## src/rtl/sr04_echo_timer_if.sv

```systemverilog
// Result bus from the HC-SR04 echo timer to the distance stage.
// TIME: echo width in ticks, VALID: one-cycle update strobe, TOUT: timeout flag.
interface sr04_echo_timer_if;
    logic [15:0] TIME;
    logic        VALID;
    logic        TOUT;

    modport master (
        output TIME,
        output VALID,
        output TOUT
    );

    modport slave (
        input TIME,
        input VALID,
        input TOUT
    );
endinterface

```

## src/rtl/sr04_echo_timer.sv

```systemverilog
// HC-SR04 trigger sequencer and echo-width timer; echo width in ~1 MHz ticks.
// Ports: CLK, RST (async active-low), ECHO in, TRIG out, bus = result (TIME/VALID/TOUT).
// Optional ECHO_FILTER_EN: 4-cycle glitch filter on the synchronised echo.
module sr04_echo_timer #(
    parameter int unsigned TICK_DIV     = 98,
    parameter int unsigned TRIG_TICKS   = 11,
    parameter int unsigned PERIOD_TICKS = 61440,
    parameter int unsigned RISE_MAX     = 4096,
    parameter int unsigned ECHO_MAX     = 24576
) (
    input  logic                  CLK,
    input  logic                  RST,
    input  logic                  ECHO,
    output logic                  TRIG,
    sr04_echo_timer_if.master     bus
);

    localparam logic [6:0]  DIV_LAST  = 7'(TICK_DIV - 1);
    localparam logic [15:0] TRIG_LAST = 16'(TRIG_TICKS - 1);
    localparam logic [15:0] PER_LAST  = 16'(PERIOD_TICKS - 1);
    localparam logic [15:0] RISE_LAST = 16'(RISE_MAX - 1);
    localparam logic [15:0] ECHO_LIM  = 16'(ECHO_MAX);

    typedef enum logic [2:0] {
        ST_IDLE,
        ST_TRIG,
        ST_WAIT_RISE,
        ST_MEASURE,
        ST_DONE
    } state_t;

    state_t      state;
    logic        echo_m;
    logic        echo_q;
    logic        echo_s;
    logic        echo_d;
    logic        echo_rise;
    logic        echo_fall;
    logic        echo_accept;
    logic [6:0]  div_cnt;
    logic        tick;
    logic [15:0] per_cnt;
    logic [15:0] phase_cnt;
    logic [15:0] width_cnt;

    // Two-flop synchroniser for the asynchronous sensor pin.
    always_ff @(posedge CLK or negedge RST) begin
        if (!RST) begin
            echo_m <= 1'b0;
            echo_q <= 1'b0;
        end else begin
            echo_m <= ECHO;
            echo_q <= echo_m;
        end
    end

`ifdef ECHO_FILTER_EN
    localparam int unsigned FILT_LEN  = 4;
    localparam logic [2:0]  FILT_LAST = 3'(FILT_LEN - 1);

    logic [2:0] filt_cnt;
    logic       echo_f;

    // The filtered level follows only after FILT_LEN consecutive
    // cycles of disagreement, so both edges shift by FILT_LEN.
    always_ff @(posedge CLK or negedge RST) begin
        if (!RST) begin
            filt_cnt <= 3'd0;
            echo_f   <= 1'b0;
        end else if (echo_q == echo_f) begin
            filt_cnt <= 3'd0;
        end else if (filt_cnt == FILT_LAST) begin
            filt_cnt <= 3'd0;
            echo_f   <= echo_q;
        end else begin
            filt_cnt <= filt_cnt + 3'd1;
        end
    end

    assign echo_s = echo_f;
`else
    assign echo_s = echo_q;
`endif

    always_ff @(posedge CLK or negedge RST) begin
        if (!RST) begin
            echo_d <= 1'b0;
        end else begin
            echo_d <= echo_s;
        end
    end

    assign echo_rise   = echo_s & ~echo_d;
    assign echo_fall   = ~echo_s & echo_d;
    assign echo_accept = (state == ST_WAIT_RISE) && echo_rise;

    // Tick divider; restarted on the accepted rising edge so the
    // width measurement is phase-aligned to the echo.
    always_ff @(posedge CLK or negedge RST) begin
        if (!RST) begin
            div_cnt <= 7'd0;
        end else if (echo_accept || div_cnt == DIV_LAST) begin
            div_cnt <= 7'd0;
        end else begin
            div_cnt <= div_cnt + 7'd1;
        end
    end

    assign tick = (div_cnt == DIV_LAST);

    // Sequencer, period counter and registered outputs.
    always_ff @(posedge CLK or negedge RST) begin
        if (!RST) begin
            state     <= ST_IDLE;
            TRIG      <= 1'b0;
            bus.VALID <= 1'b0;
            bus.TIME  <= 16'h0000;
            bus.TOUT  <= 1'b0;
            per_cnt   <= 16'd0;
            phase_cnt <= 16'd0;
            width_cnt <= 16'd0;
        end else begin
            bus.VALID <= 1'b0;

            if (tick && per_cnt != PER_LAST) begin
                per_cnt <= per_cnt + 16'd1;
            end

            unique case (state)
                ST_IDLE: begin
                    // Hold off while the sensor still drives echo high.
                    if (per_cnt == PER_LAST && !echo_s) begin
                        state     <= ST_TRIG;
                        TRIG      <= 1'b1;
                        per_cnt   <= 16'd0;
                        phase_cnt <= 16'd0;
                    end
                end

                ST_TRIG: begin
                    if (tick) begin
                        if (phase_cnt == TRIG_LAST) begin
                            state     <= ST_WAIT_RISE;
                            TRIG      <= 1'b0;
                            phase_cnt <= 16'd0;
                        end else begin
                            phase_cnt <= phase_cnt + 16'd1;
                        end
                    end
                end

                ST_WAIT_RISE: begin
                    if (echo_rise) begin
                        state     <= ST_MEASURE;
                        width_cnt <= 16'd0;
                    end else if (tick) begin
                        if (phase_cnt == RISE_LAST) begin
                            state     <= ST_DONE;
                            bus.VALID <= 1'b1;
                            bus.TIME  <= 16'hFFFF;
                            bus.TOUT  <= 1'b1;
                        end else begin
                            phase_cnt <= phase_cnt + 16'd1;
                        end
                    end
                end

                ST_MEASURE: begin
                    if (width_cnt == ECHO_LIM) begin
                        state     <= ST_DONE;
                        bus.VALID <= 1'b1;
                        bus.TIME  <= 16'hFFFF;
                        bus.TOUT  <= 1'b1;
                    end else if (echo_fall) begin
                        state     <= ST_DONE;
                        bus.VALID <= 1'b1;
                        bus.TIME  <= width_cnt;
                        bus.TOUT  <= 1'b0;
                    end else if (tick && echo_s) begin
                        width_cnt <= width_cnt + 16'd1;
                    end
                end

                ST_DONE: begin
                    state <= ST_IDLE;
                end

                default: begin
                    state <= ST_IDLE;
                end
            endcase
        end
    end

    a_valid_pulse: assert property (
        @(posedge CLK) disable iff (!RST)
        bus.VALID |=> !bus.VALID
    );

    a_valid_done: assert property (
        @(posedge CLK) disable iff (!RST)
        bus.VALID == (state == ST_DONE)
    );

    a_trig_state: assert property (
        @(posedge CLK) disable iff (!RST)
        TRIG == (state == ST_TRIG)
    );

    a_width_bound: assert property (
        @(posedge CLK) disable iff (!RST)
        width_cnt <= ECHO_LIM
    );

endmodule

```

## src/flat_wrapper.sv

```systemverilog
// flat-port wrapper written by rule: the top's interface ports become plain ports
module sr04_echo_timer_flat 
#(
    parameter int unsigned TICK_DIV     = 98,
    parameter int unsigned TRIG_TICKS   = 11,
    parameter int unsigned PERIOD_TICKS = 61440,
    parameter int unsigned RISE_MAX     = 4096,
    parameter int unsigned ECHO_MAX     = 24576
)
  (CLK, RST, ECHO, TRIG, bus_TIME, bus_VALID, bus_TOUT);
  sr04_echo_timer_if bus_i ();
  input  logic CLK;
  input  logic RST;
  input  logic ECHO;
  output logic TRIG;
  output wire logic [$bits(bus_i.TIME)-1:0] bus_TIME;
  output wire logic [$bits(bus_i.VALID)-1:0] bus_VALID;
  output wire logic [$bits(bus_i.TOUT)-1:0] bus_TOUT;
  assign bus_TIME = bus_i.TIME;
  assign bus_VALID = bus_i.VALID;
  assign bus_TOUT = bus_i.TOUT;
  sr04_echo_timer #(.TICK_DIV(TICK_DIV), .TRIG_TICKS(TRIG_TICKS), .PERIOD_TICKS(PERIOD_TICKS), .RISE_MAX(RISE_MAX), .ECHO_MAX(ECHO_MAX)) u_core (.CLK(CLK), .RST(RST), .ECHO(ECHO), .TRIG(TRIG), .bus(bus_i));
endmodule
```

## config.mk

```make
export PLATFORM = sky130hd
export DESIGN_NAME = sr04_echo_timer_flat
export DESIGN_NICKNAME = d
export VERILOG_FILES = /design/src/rtl/sr04_echo_timer_if.sv /design/src/rtl/sr04_echo_timer.sv /design/src/flat_wrapper.sv
export SDC_FILE = /design/constraint.sdc
export NUM_CORES = 1
export LEC_CHECK = 0
export ABC_AREA = 1
export CORE_MARGIN = 4
export CORE_UTILIZATION = 65
export DETAILED_ROUTE_END_ITERATION = 8
export PLACE_DENSITY = 0.95
export SYNTH_ARGS = -nofsm -noshare
export SYNTH_HDL_FRONTEND = slang
export SYNTH_SLANG_ARGS = --single-unit
```

## constraint.sdc

```tcl
create_clock -name CLK -period 3.3 [get_ports CLK]
set_input_delay 0.495 -clock CLK [delete_from_list [all_inputs] [get_ports CLK]]
set_output_delay 0.495 -clock CLK [all_outputs]
set_load 0.02 [all_outputs]
```

==> key figures <==
Logic synthesis
  • Post-synthesis instance area: 4900 um2
  • Ys async rst share: 1.000
  • Dominant synthesized flop cell: dfrtp_1
  • Register bit count reported by yosys: 80
  • Count of cell types in the netlist: 39
  • Compound-gate portion of the synthesized area: 0.07048
  • YS warnings: 0
  • Post-Synth Adder-Cell Area: 0.01788
  • Share of the yosys chip area belonging to registers: 0.4086
  • Post-synth top area share: 0.4086
  • Multiplexer share of the synthesized area: 0
  • Cells after Synth: ~680
  • Synth top area cells: dfrtp_1, nand2_1, nor2_1
  • Main combinational cell family by area after synthesis: simple AND/OR/NAND/NOR gates
  • Syn Nets: 686
  • Post-synth EDFFs: 0
  • Post-Synth Simple-Gate Area: 0.3787
  • Syn Area/Cell: 7.248 um2
  • Synth Area in XOR/XNOR: 0.03218
  • Post-synth top area cell: dfrtp_1

Floorplan
  • Die Area: about 9000 um2
  • Die H: 94.82 um
  • IO Pins: 22
  • Initial core utilization: 0.6719
  • Site row count: 31
  • Core area: about 7300 um2
  • DIE WIDTH: about 95 um

Setup path
  • Critical Path Source Type: flip-flop
  • Largest stage delay on the critical path: 0.49 ns
  • Critical Path RT: 3.55 ns
  • Worst EP arrival: 2.54 ns
  • Critical-path cell list: nor2_1, inv_2, nor2_4, o21ai_1, o21ai_0, nor2_1, nand2_1, inv_2, nand2_1, o21ai_1
  • CP Class: reg -> reg
  • Worst setup EP type: flip-flop
  • Critical path peak fanout: 20
  • CP max-delay cell: nand2_1

Drt
  • Antenna viol nets, final: 0
  • Avg WL per Cell: about 14 um
  • Final WL: 10,790 um
  • Routed vias: approximately 4,400
  • Initial DRT Pass Iterations: 4
  • DRC Markers: 0
  • Initial DRC Count: 274
  • Vias per inst: 5.553

STA
  • RSZ-0062 raised after global routing: false
  • Slew @ Worst Pin: 0.9732 ns
  • Minimum clock period: 2.289 ns
  • Setup tns final: 0 ns
  • Slew headroom: 0.3512
  • Worst clock skew: ~0.016 ns
  • Setup Viol. Count Final: 0
  • Final hold violations: 0
  • FMAX: between 400 and 500 MHz
  • Final period util: 0.6938
  • Slew Viols, Final: 0

GRT
  • GRT Total Usage: 0.2595
  • Grt ovf: 0
  • Number of global-route vias before repair: 4,366
  • Antenna violations before repair: 0
  • First-pass GRT wire length: 18,680 um
  • Largest net degree at the start of global routing: 81

Pwr
  • PwrDens: 322.9 nW/um2
  • P_leak: 2.727 nW
  • Worst vdd ir: between 0.0002 and 0.0003 V

Finish
  • Synthesis-to-layout area growth: 8.274%
  • Ant. Diodes: 0
  • Final Net Count: roughly 700
  • Most common cell after layout, fill and taps aside: nand2_1
  • Layout cell share with drive strength beyond 1: 0.08908
  • Commonest cells after routing, fill and taps aside: nand2_1, nor2_1, dfrtp_1, inv_1, nand3_1
  • Fillers: 558
  • Design area: 5305 um2

Clock tree
  • Root buffer cell: clkbuf_8
  • CTS Buffer Depth: 2
  • Clock H-tree levels: 3
  • Cts repair resizes: 0
  • Sink Count: 80
  • Clk_lat worst skew: 0.37 ns
  • Post CTS Setup Buffer Count: 0
  • Clk slew on worst S/H paths: 0.09 ns
  • CTS Buf Count: 9
  • Hold Buf Count CTS: 0
  • CTS tree: yes

Min path
  • Worst Hold Class: in -> async

Place
  • DP HPWL: ~7400 um
  • Global placement routability congestion: 0.9480
  • Placed inst area: slightly above 5000 um2
  • I/O Buffers: 21

Run status
  • Status: finished, final reports clean

Run
  • Max Cap Viol: 0
[kinds of logic after synthesis]
| kind of cell | Yosys count |
|---|---|
| and+or+nand+nor | 405 |
| buffers and inverters | 104 |
| DFF | 80 |
| AOI/OAI and AO/OA | 62 |
| xor gates and xnor gates | 18 |
| adders and majority gates | 7 |
[report_power, final]
part           switching (W)  internal [W]  leakage (nW)
sequential       0.000000948      0.000981          1.10
combinational      0.0000200    0.00000220          1.54
clock               0.000363      0.000345        0.0883
[layout make-up]
cell class	instances	area, um2	area share
clock inverters	5	58.81	0.01108
repair buffers	22	215.2	0.04057
clock buffers	10	127.6	0.02406
flip-flops and latches	80	2002	0.3774
multi-input cells	492	2446	0.4611
well taps	99	123.9	0.02335
inverters	87	331.6	0.06250
[state kept, by name, summed over array words and instances, names as in the netlist]
name              count
u_core.TRIG           1
u_core.div_cnt        7
u_core.phase_cnt     16
u_core.bus.VALID      1
u_core.state          3
u_core.echo_m         1
u_core.echo_q         1
u_core.bus.TOUT       1
u_core.echo_d         1
u_core.bus.TIME      16
u_core.per_cnt       16
u_core.width_cnt     16
[cell usage after synthesis (11+ instances only)]
| library cell | number |
|---|---|
| dfrtp_1 | 80 |
| a21oi_1 | 11 |
| nor3_1 | 13 |
| nand3_1 | 52 |
| nand2_1 | 194 |
| inv_1 | 74 |
| inv_2 | 12 |
| xor2_1 | 13 |
| o21ai_0 | 26 |
| nand4_1 | 15 |
| o21ai_1 | 13 |
| nor2_1 | 96 |
[worst paths after layout]
kind | start | endpoint | slack [ns] | cells after the start
max | u_core.state[0] | u_core.width_cnt[7] | 1.01 | 10
min | RST | u_core.phase_cnt[6] | 0.28 | 1
max reg2reg | u_core.state[0] | u_core.width_cnt[7] | 1.01 | 10
min reg2reg | u_core.echo_m | u_core.echo_q | 0.37 | 0
max in group asynchronous | RST | u_core.div_cnt[6] | 2.39 | 1
min in group CLK | u_core.echo_m | u_core.echo_q | 0.37 | 0
[metrics by stage]
stage,worst slack (ns),util,hold slack [ns],std cells,total power (W)
2_1_floorplan,1.622,-,0.1994,676,0.001004
3_3_place_gp,1.206,0.7020,0.3437,780,0.001025
3_5_place_dp,1.079,0.7020,0.3535,780,0.001026
4_1_cts,1.034,0.7275,0.3287,795,0.001722
5_1_grt,0.7349,0.7275,0.3726,795,0.001772
6_report,1.011,0.7275,0.2806,795,0.001713
[layer usage]
layer	vias up	part of all wire	global-route usage
li1	2165	-	-
met1	2068	0.42	0.3123
met2	148	0.50	0.4492
met3	34	0.055	0.05737
met5	-	0	0
met4	0	0.025	0.1058
[worst max-delay path: cells and delay by family (launching register included)]
family,cells,cell delay (ns)
DFF,1,0.42
and+or+nand+nor,5,1.11
AOI/OAI and AO/OA,3,0.31
buffers and inverters,2,0.32
(Power assumes the default switching activity.)
